<file path="src/rtl/regfile_wb_arbiter.sv">
// regfile_wb_arbiter
// Owns the register file's single write port. The writeback stage (WB) always
// wins; results from the long-latency unit (LU) wait in a small FIFO and are
// written in any cycle WB is idle. A pending-destination scoreboard lets decode
// stall on registers whose LU result is still outstanding. A starvation counter
// raises stall_req so the pipeline can open a slot for the FIFO head.
//
// Ports
//   clk, rst                  clock (rising edge), async active-low reset
//   wb_valid/addr/data        WB write request (cannot be back-pressured)
//   lu_valid/addr/data        LU result offer; lu_ready = FIFO not full
//   issue_valid/issue_addr    LU op issued, mark destination pending
//   chk_addr_1/2, busy_1/2    scoreboard queries (combinational)
//   stall_req                 registered request to suppress WB next cycle
//   RegWrite/Write_addr/Write_data  registered register-file write port
module regfile_wb_arbiter #(
   parameter int bit_size     = 32,
   parameter int fifo_depth   = 2,
   parameter int starve_limit = 4
) (
   input  logic                clk,
   input  logic                rst,
   input  logic                wb_valid,
   input  logic [4:0]          wb_addr,
   input  logic [bit_size-1:0] wb_data,
   input  logic                lu_valid,
   output logic                lu_ready,
   input  logic [4:0]          lu_addr,
   input  logic [bit_size-1:0] lu_data,
   input  logic                issue_valid,
   input  logic [4:0]          issue_addr,
   input  logic [4:0]          chk_addr_1,
   input  logic [4:0]          chk_addr_2,
   output logic                busy_1,
   output logic                busy_2,
   output logic                stall_req,
   output logic                RegWrite,
   output logic [4:0]          Write_addr,
   output logic [bit_size-1:0] Write_data
);

   localparam int PW = (fifo_depth > 1) ? $clog2(fifo_depth) : 1;
   localparam int CW = $clog2(fifo_depth + 1);
   localparam int SW = $clog2(starve_limit + 1);

   logic [4:0]          fifo_addr_q [fifo_depth];
   logic [bit_size-1:0] fifo_data_q [fifo_depth];
   logic [PW-1:0]       wr_ptr_q, wr_ptr_d;
   logic [PW-1:0]       rd_ptr_q, rd_ptr_d;
   logic [CW-1:0]       count_q, count_d;

   logic [31:0]         pending_q, pending_d;
   logic [SW-1:0]       starve_q, starve_d;
   logic                stall_q, stall_d;

   logic                reg_write_q, reg_write_d;
   logic [4:0]          waddr_q, waddr_d;
   logic [bit_size-1:0] wdata_q, wdata_d;

   logic                fifo_full, fifo_empty, push, pop;
   logic [4:0]          head_addr;
   logic [bit_size-1:0] head_data;

   assign fifo_full  = (count_q == CW'(fifo_depth));
   assign fifo_empty = (count_q == '0);
   assign lu_ready   = !fifo_full;
   assign push       = lu_valid && !fifo_full;
   assign pop        = !wb_valid && !fifo_empty;
   assign head_addr  = fifo_addr_q[rd_ptr_q];
   assign head_data  = fifo_data_q[rd_ptr_q];

   // Pointers wrap naturally because the depth is a power of two.
   always_comb begin
      wr_ptr_d = wr_ptr_q;
      rd_ptr_d = rd_ptr_q;
      count_d  = count_q;
      if (push) wr_ptr_d = wr_ptr_q + PW'(1);
      if (pop)  rd_ptr_d = rd_ptr_q + PW'(1);
      if (push && !pop)      count_d = count_q + CW'(1);
      else if (!push && pop) count_d = count_q - CW'(1);
   end

   always_comb begin
      reg_write_d = 1'b0;
      waddr_d     = waddr_q;
      wdata_d     = wdata_q;
      if (wb_valid) begin
         reg_write_d = (wb_addr != 5'd0);
         waddr_d     = wb_addr;
         wdata_d     = wb_data;
      end else if (!fifo_empty) begin
         reg_write_d = (head_addr != 5'd0);
         waddr_d     = head_addr;
         wdata_d     = head_data;
      end
   end

   // Set after clear so a same-cycle issue to the popped address stays pending.
   always_comb begin
      pending_d = pending_q;
      if (pop) pending_d[head_addr] = 1'b0;
      if (issue_valid && issue_addr != 5'd0) pending_d[issue_addr] = 1'b1;
      pending_d[0] = 1'b0;
   end

   // A non-empty FIFO that does not pop can only mean WB took the port.
   always_comb begin
      starve_d = starve_q;
      if (fifo_empty || pop) begin
         starve_d = '0;
      end else if (starve_q < SW'(starve_limit)) begin
         starve_d = starve_q + SW'(1);
      end
      stall_d = (starve_d >= SW'(starve_limit));
   end

   always_ff @(posedge clk or negedge rst) begin
      if (!rst) begin
         wr_ptr_q    <= '0;
         rd_ptr_q    <= '0;
         count_q     <= '0;
         pending_q   <= '0;
         starve_q    <= '0;
         stall_q     <= 1'b0;
         reg_write_q <= 1'b0;
         waddr_q     <= '0;
         wdata_q     <= '0;
      end else begin
         wr_ptr_q    <= wr_ptr_d;
         rd_ptr_q    <= rd_ptr_d;
         count_q     <= count_d;
         pending_q   <= pending_d;
         starve_q    <= starve_d;
         stall_q     <= stall_d;
         reg_write_q <= reg_write_d;
         waddr_q     <= waddr_d;
         wdata_q     <= wdata_d;
      end
   end

   // Storage needs no reset: the occupancy count decides what is valid.
   always_ff @(posedge clk) begin
      if (push) begin
         fifo_addr_q[wr_ptr_q] <= lu_addr;
         fifo_data_q[wr_ptr_q] <= lu_data;
      end
   end

   assign busy_1     = pending_q[chk_addr_1];
   assign busy_2     = pending_q[chk_addr_2];
   assign stall_req  = stall_q;
   assign RegWrite   = reg_write_q;
   assign Write_addr = waddr_q;
   assign Write_data = wdata_q;

endmodule

</file>
<file path="config.mk">
export PLATFORM = sky130hd
export DESIGN_NAME = regfile_wb_arbiter
export DESIGN_NICKNAME = d
export VERILOG_FILES = /design/src/rtl/regfile_wb_arbiter.sv
export SDC_FILE = /design/constraint.sdc
export NUM_CORES = 1
export LEC_CHECK = 0
export ABC_AREA = 0
export BUFFER_PORTS_ARGS = -buffer_cell sky130_fd_sc_hd__buf_2
export CAP_MARGIN = 20
export CORE_MARGIN = 10
export CORE_UTILIZATION = 55
export CTS_CLUSTER_SIZE = 20
export DETAILED_ROUTE_END_ITERATION = 10
export HOLD_SLACK_MARGIN = 0.03
export PLACE_DENSITY = 0.83
export SKIP_LAST_GASP = 1
export SLEW_MARGIN = 20
export SYNTH_ARGS = -nofsm -noshare
export SYNTH_HDL_FRONTEND = slang
export SYNTH_SLANG_ARGS = --single-unit
</file>
<file path="constraint.sdc">
create_clock -name clk -period 3.5 [get_ports clk]
set_clock_uncertainty 0.2 [all_clocks]
set_input_delay 0.35 -clock clk [delete_from_list [all_inputs] [get_ports clk]]
set_output_delay 0.35 -clock clk [all_outputs]
set_load 0.005 [all_outputs]
</file>
==> results.md <==
- Status: finished, final reports clean
- CP delay by family, top: multiplexers
- Leading area contributor after synthesis: edfxtp_1
- Crit path cell chain: mux4_2 > nand2b_1 > o2111ai_1 > nand4_1 > buf_2
- CTS clk-pin slew, worst paths: ~60 ps
- CTS tree: built
- Number of global-route vias before repair: between 6000 and 7000
- Buf/Inv on CP: 1
- Drt via density: just over 6
- Worst setup path end: busy_1
- Worst hold path type: in2reg
- Residual DRC: 0
- WL final: 21.8 mm
- Sw Pwr: 2.40 mW
- Nets: roughly 860
- Crit path DAT: 1840 ps
- Fin crit share: between 60 and 70%
- Max incr delay on CP: between 500 and 600 ps
- ANT nets after route: 0
- Crit path depth: 5
- Total track usage: roughly a quarter
- Post-Route Utilization: about three quarters
- Worst r2r path cells: 4
- Die Width: between 100 and 150 um
- Htree depth: 4
- Crit path max fanout: 3
- Share of power burned in combinational logic: 30.5%
- Synth Cell Area: around 0.0066 mm2
- Tmin final: between 2000 and 2500 ps
- Clk buf depth: 2
- Avg Cell Area, Syn: 11.7 um2
- CP startpoint: pending_q[23]
- Die area: roughly 0.017 mm2
- VDD IR max: between 0.5 and 0.6 mV
- CTS Buf Count: 17
- Slew @ Worst Pin: roughly 1000 ps
- Crit end category: output pin
- Synth Instances: about 560
- Top post-synthesis cells by count: o21ai_0 (89), dfrtp_1 (76), edfxtp_1 (74)
- Internal Pwr Total: 4.45 mW
- Post-route cell area: between 0.008 and 0.009 mm2
- Leak: 3.71 nW
- Fmax: between 400 and 500 MHz
- Root Driver: clkbuf_16
- Synthesis-stage register bit count: 150
- Synth unique cells: 35
- I/O Pins: between 100 and 150
- Clock sinks: 150
- Placed cell area: around 0.0073 mm2
- Initial core utilization: a little under three fifths
- Max Cap Viol: 0
- First-pass GRT wire length: about 33 mm
- PwrDens: 785 mW/mm2
- Critical Setup Path Class: reg2out
- PortBufs: about 140
- Ys flop type: dfrtp_1
- Seq pwr share: about two fifths
- Setup TNS: 0 ps
- Clock share of power: a little over a quarter
- Growth of design area from synthesis to finish: 33.0%
- Post-synth EDFFs: 74
- Final setup viols: 0
- Grt ovf: 0
- Die Height: 129 um
- Net Count, Synth: between 600 and 700
- DR iter-0 viols: between 600 and 700
- Worst-Skew Late Latency: 420 ps
- Share of cells above drive strength 1: 23.7%
- Num rows: 39
- Rel. slew slack: 32.4%
- RSZ-0062 raised after global routing: false
- Core Region: around 0.012 mm2
- Fin. Hold Viols: 0
- RD Place Congestion: ~0.88
- Sequential-to-total area share from yosys stat: about 63%
- Synth top area cells: edfxtp_1 (34%), dfrtp_1 (29%), mux2i_1 (8.5%), o21ai_0 (6.8%), a21oi_1 (2.9%)
- Largest net degree at the start of global routing: 77
- Synth Warn #: 0
- Critical path's slowest cell: mux4_2
- Top cell type's share of synthesized area: roughly a third
- R2R Setup Slk: roughly 1200 ps
- DR pass1 iterations: 6
- Sw Ratio: a little over a third
- Worst r2r src: rd_ptr_q
- Pins Over Slew Limit: 0
- Routed vias: 5764
- FF-to-FF End: pending_q[23]
- Top-count cell post-synth: o21ai_0
- Initial antenna violation count: 4
- Routed length per placed instance: roughly 24 um
- HPWL Detailed: 11.7 mm
- Ys async rst share: about half
- Worst setup SP type: register
- Hold_ws: 58.4 ps
- Critical Path RT: between 2000 and 3000 ps
## cells in the final DEF, fill, tap and decap left out, types with 3 or more instances in the layout
cell type      count
a22oi_1            4
o21ai_0           89
nor2_1            46
xor2_1             4
nand2_1           50
clkinv_2           3
o31ai_1            3
buf_2            134
nand2b_1           8
o21ai_1           15
mux2_2             3
nor2b_1            5
mux4_2             6
clkbuf_16         19
dlygate4sd3_1     75
nand3_1           21
dfrtp_1           75
mux2i_1           56
diode_2            7
clkinvlp_4         3
a21oi_1           38
nand3b_1           6
edfxtp_1          74
inv_1              4
buf_4              4
## state kept, by name, summed over array words and instances (netlist names), 2 cells and up
signal,count
Write_data,32
Write_addr,5
pending_q,31
fifo_data_q,64
count_q,2
starve_q,2
fifo_addr_q,10
## repair_timing
item	in CTS	in global routing
buffers inserted	0	0
setup endpoints to repair	0	0
hold endpoints to repair	187	0
resized for setup	0	0
hold buffers	75	0
## routing by layer
metal,track usage [%],wire (um),up-vias
li1,-,-,2457
met1,27.3,7730,2796
met2,44.1,10900,410
met3,8.32,2040,101
met4,14.1,1120,0
met5,0,0,-
## per-stage QoR
stage          instances  setup slack [ps]  power [mW]
5_1_grt              923               994        7.14
3_3_place_gp         811              1300        4.58
3_5_place_dp         811              1240        4.68
6_report             926              1110        6.85
2_1_floorplan        561               620        4.01
4_1_cts              918              1110        6.61
## power groups by stage
stage               combinational (mW)  sequential [mW]  clock (mW)
global placement                  1.77             2.81           0
detailed placement                1.83             2.85           0
CTS                               1.92             2.83        1.86
finish                            2.09             2.88        1.88
global route                      2.27             2.93        1.95
floorplan                         1.30             2.71           0
## kinds of logic after synthesis
kind of cell | share of synthesized area (%)
flops | 62.8
simple gates | 10.0
compound gates | 12.5
mux | 11.1
buf+inv | 2.34
xor+xnor | 0.801
fa+ha+maj | 0.381
## cell type report
class                           instances  area (um2)
Antenna cell                            7        17.5
Clock buffer                           21         493
Clock inverter                         11         119
Fill cell                             618        2840
Inverter                                4        15.0
Multi-Input combinational cell        376        2300
Sequential cell                       150        4130
Tap cell                              143         179
Timing Repair Buffer                  214        1480
## worst reg2reg max path, stage by stage, from the launching register on
cell and delay, ps:
dfrtp_2 720, mux2i_1 230, or4_1 710, o21ai_1 210, o21ai_1 130
## worst min path at each step
stage,start,end,slack [ps],depth (start not counted)
after floorplan,rst,RegWrite,-150,0
after global placement,starve_q[1],starve_q[1],310,2
after detailed placement,pending_q[12],pending_q[12],330,2
after CTS,issue_addr[0],pending_q[16],40,2
after global routing,issue_addr[0],pending_q[20],60,2
final,issue_addr[0],pending_q[16],60,2
Power figures use the tool's default switching activity.
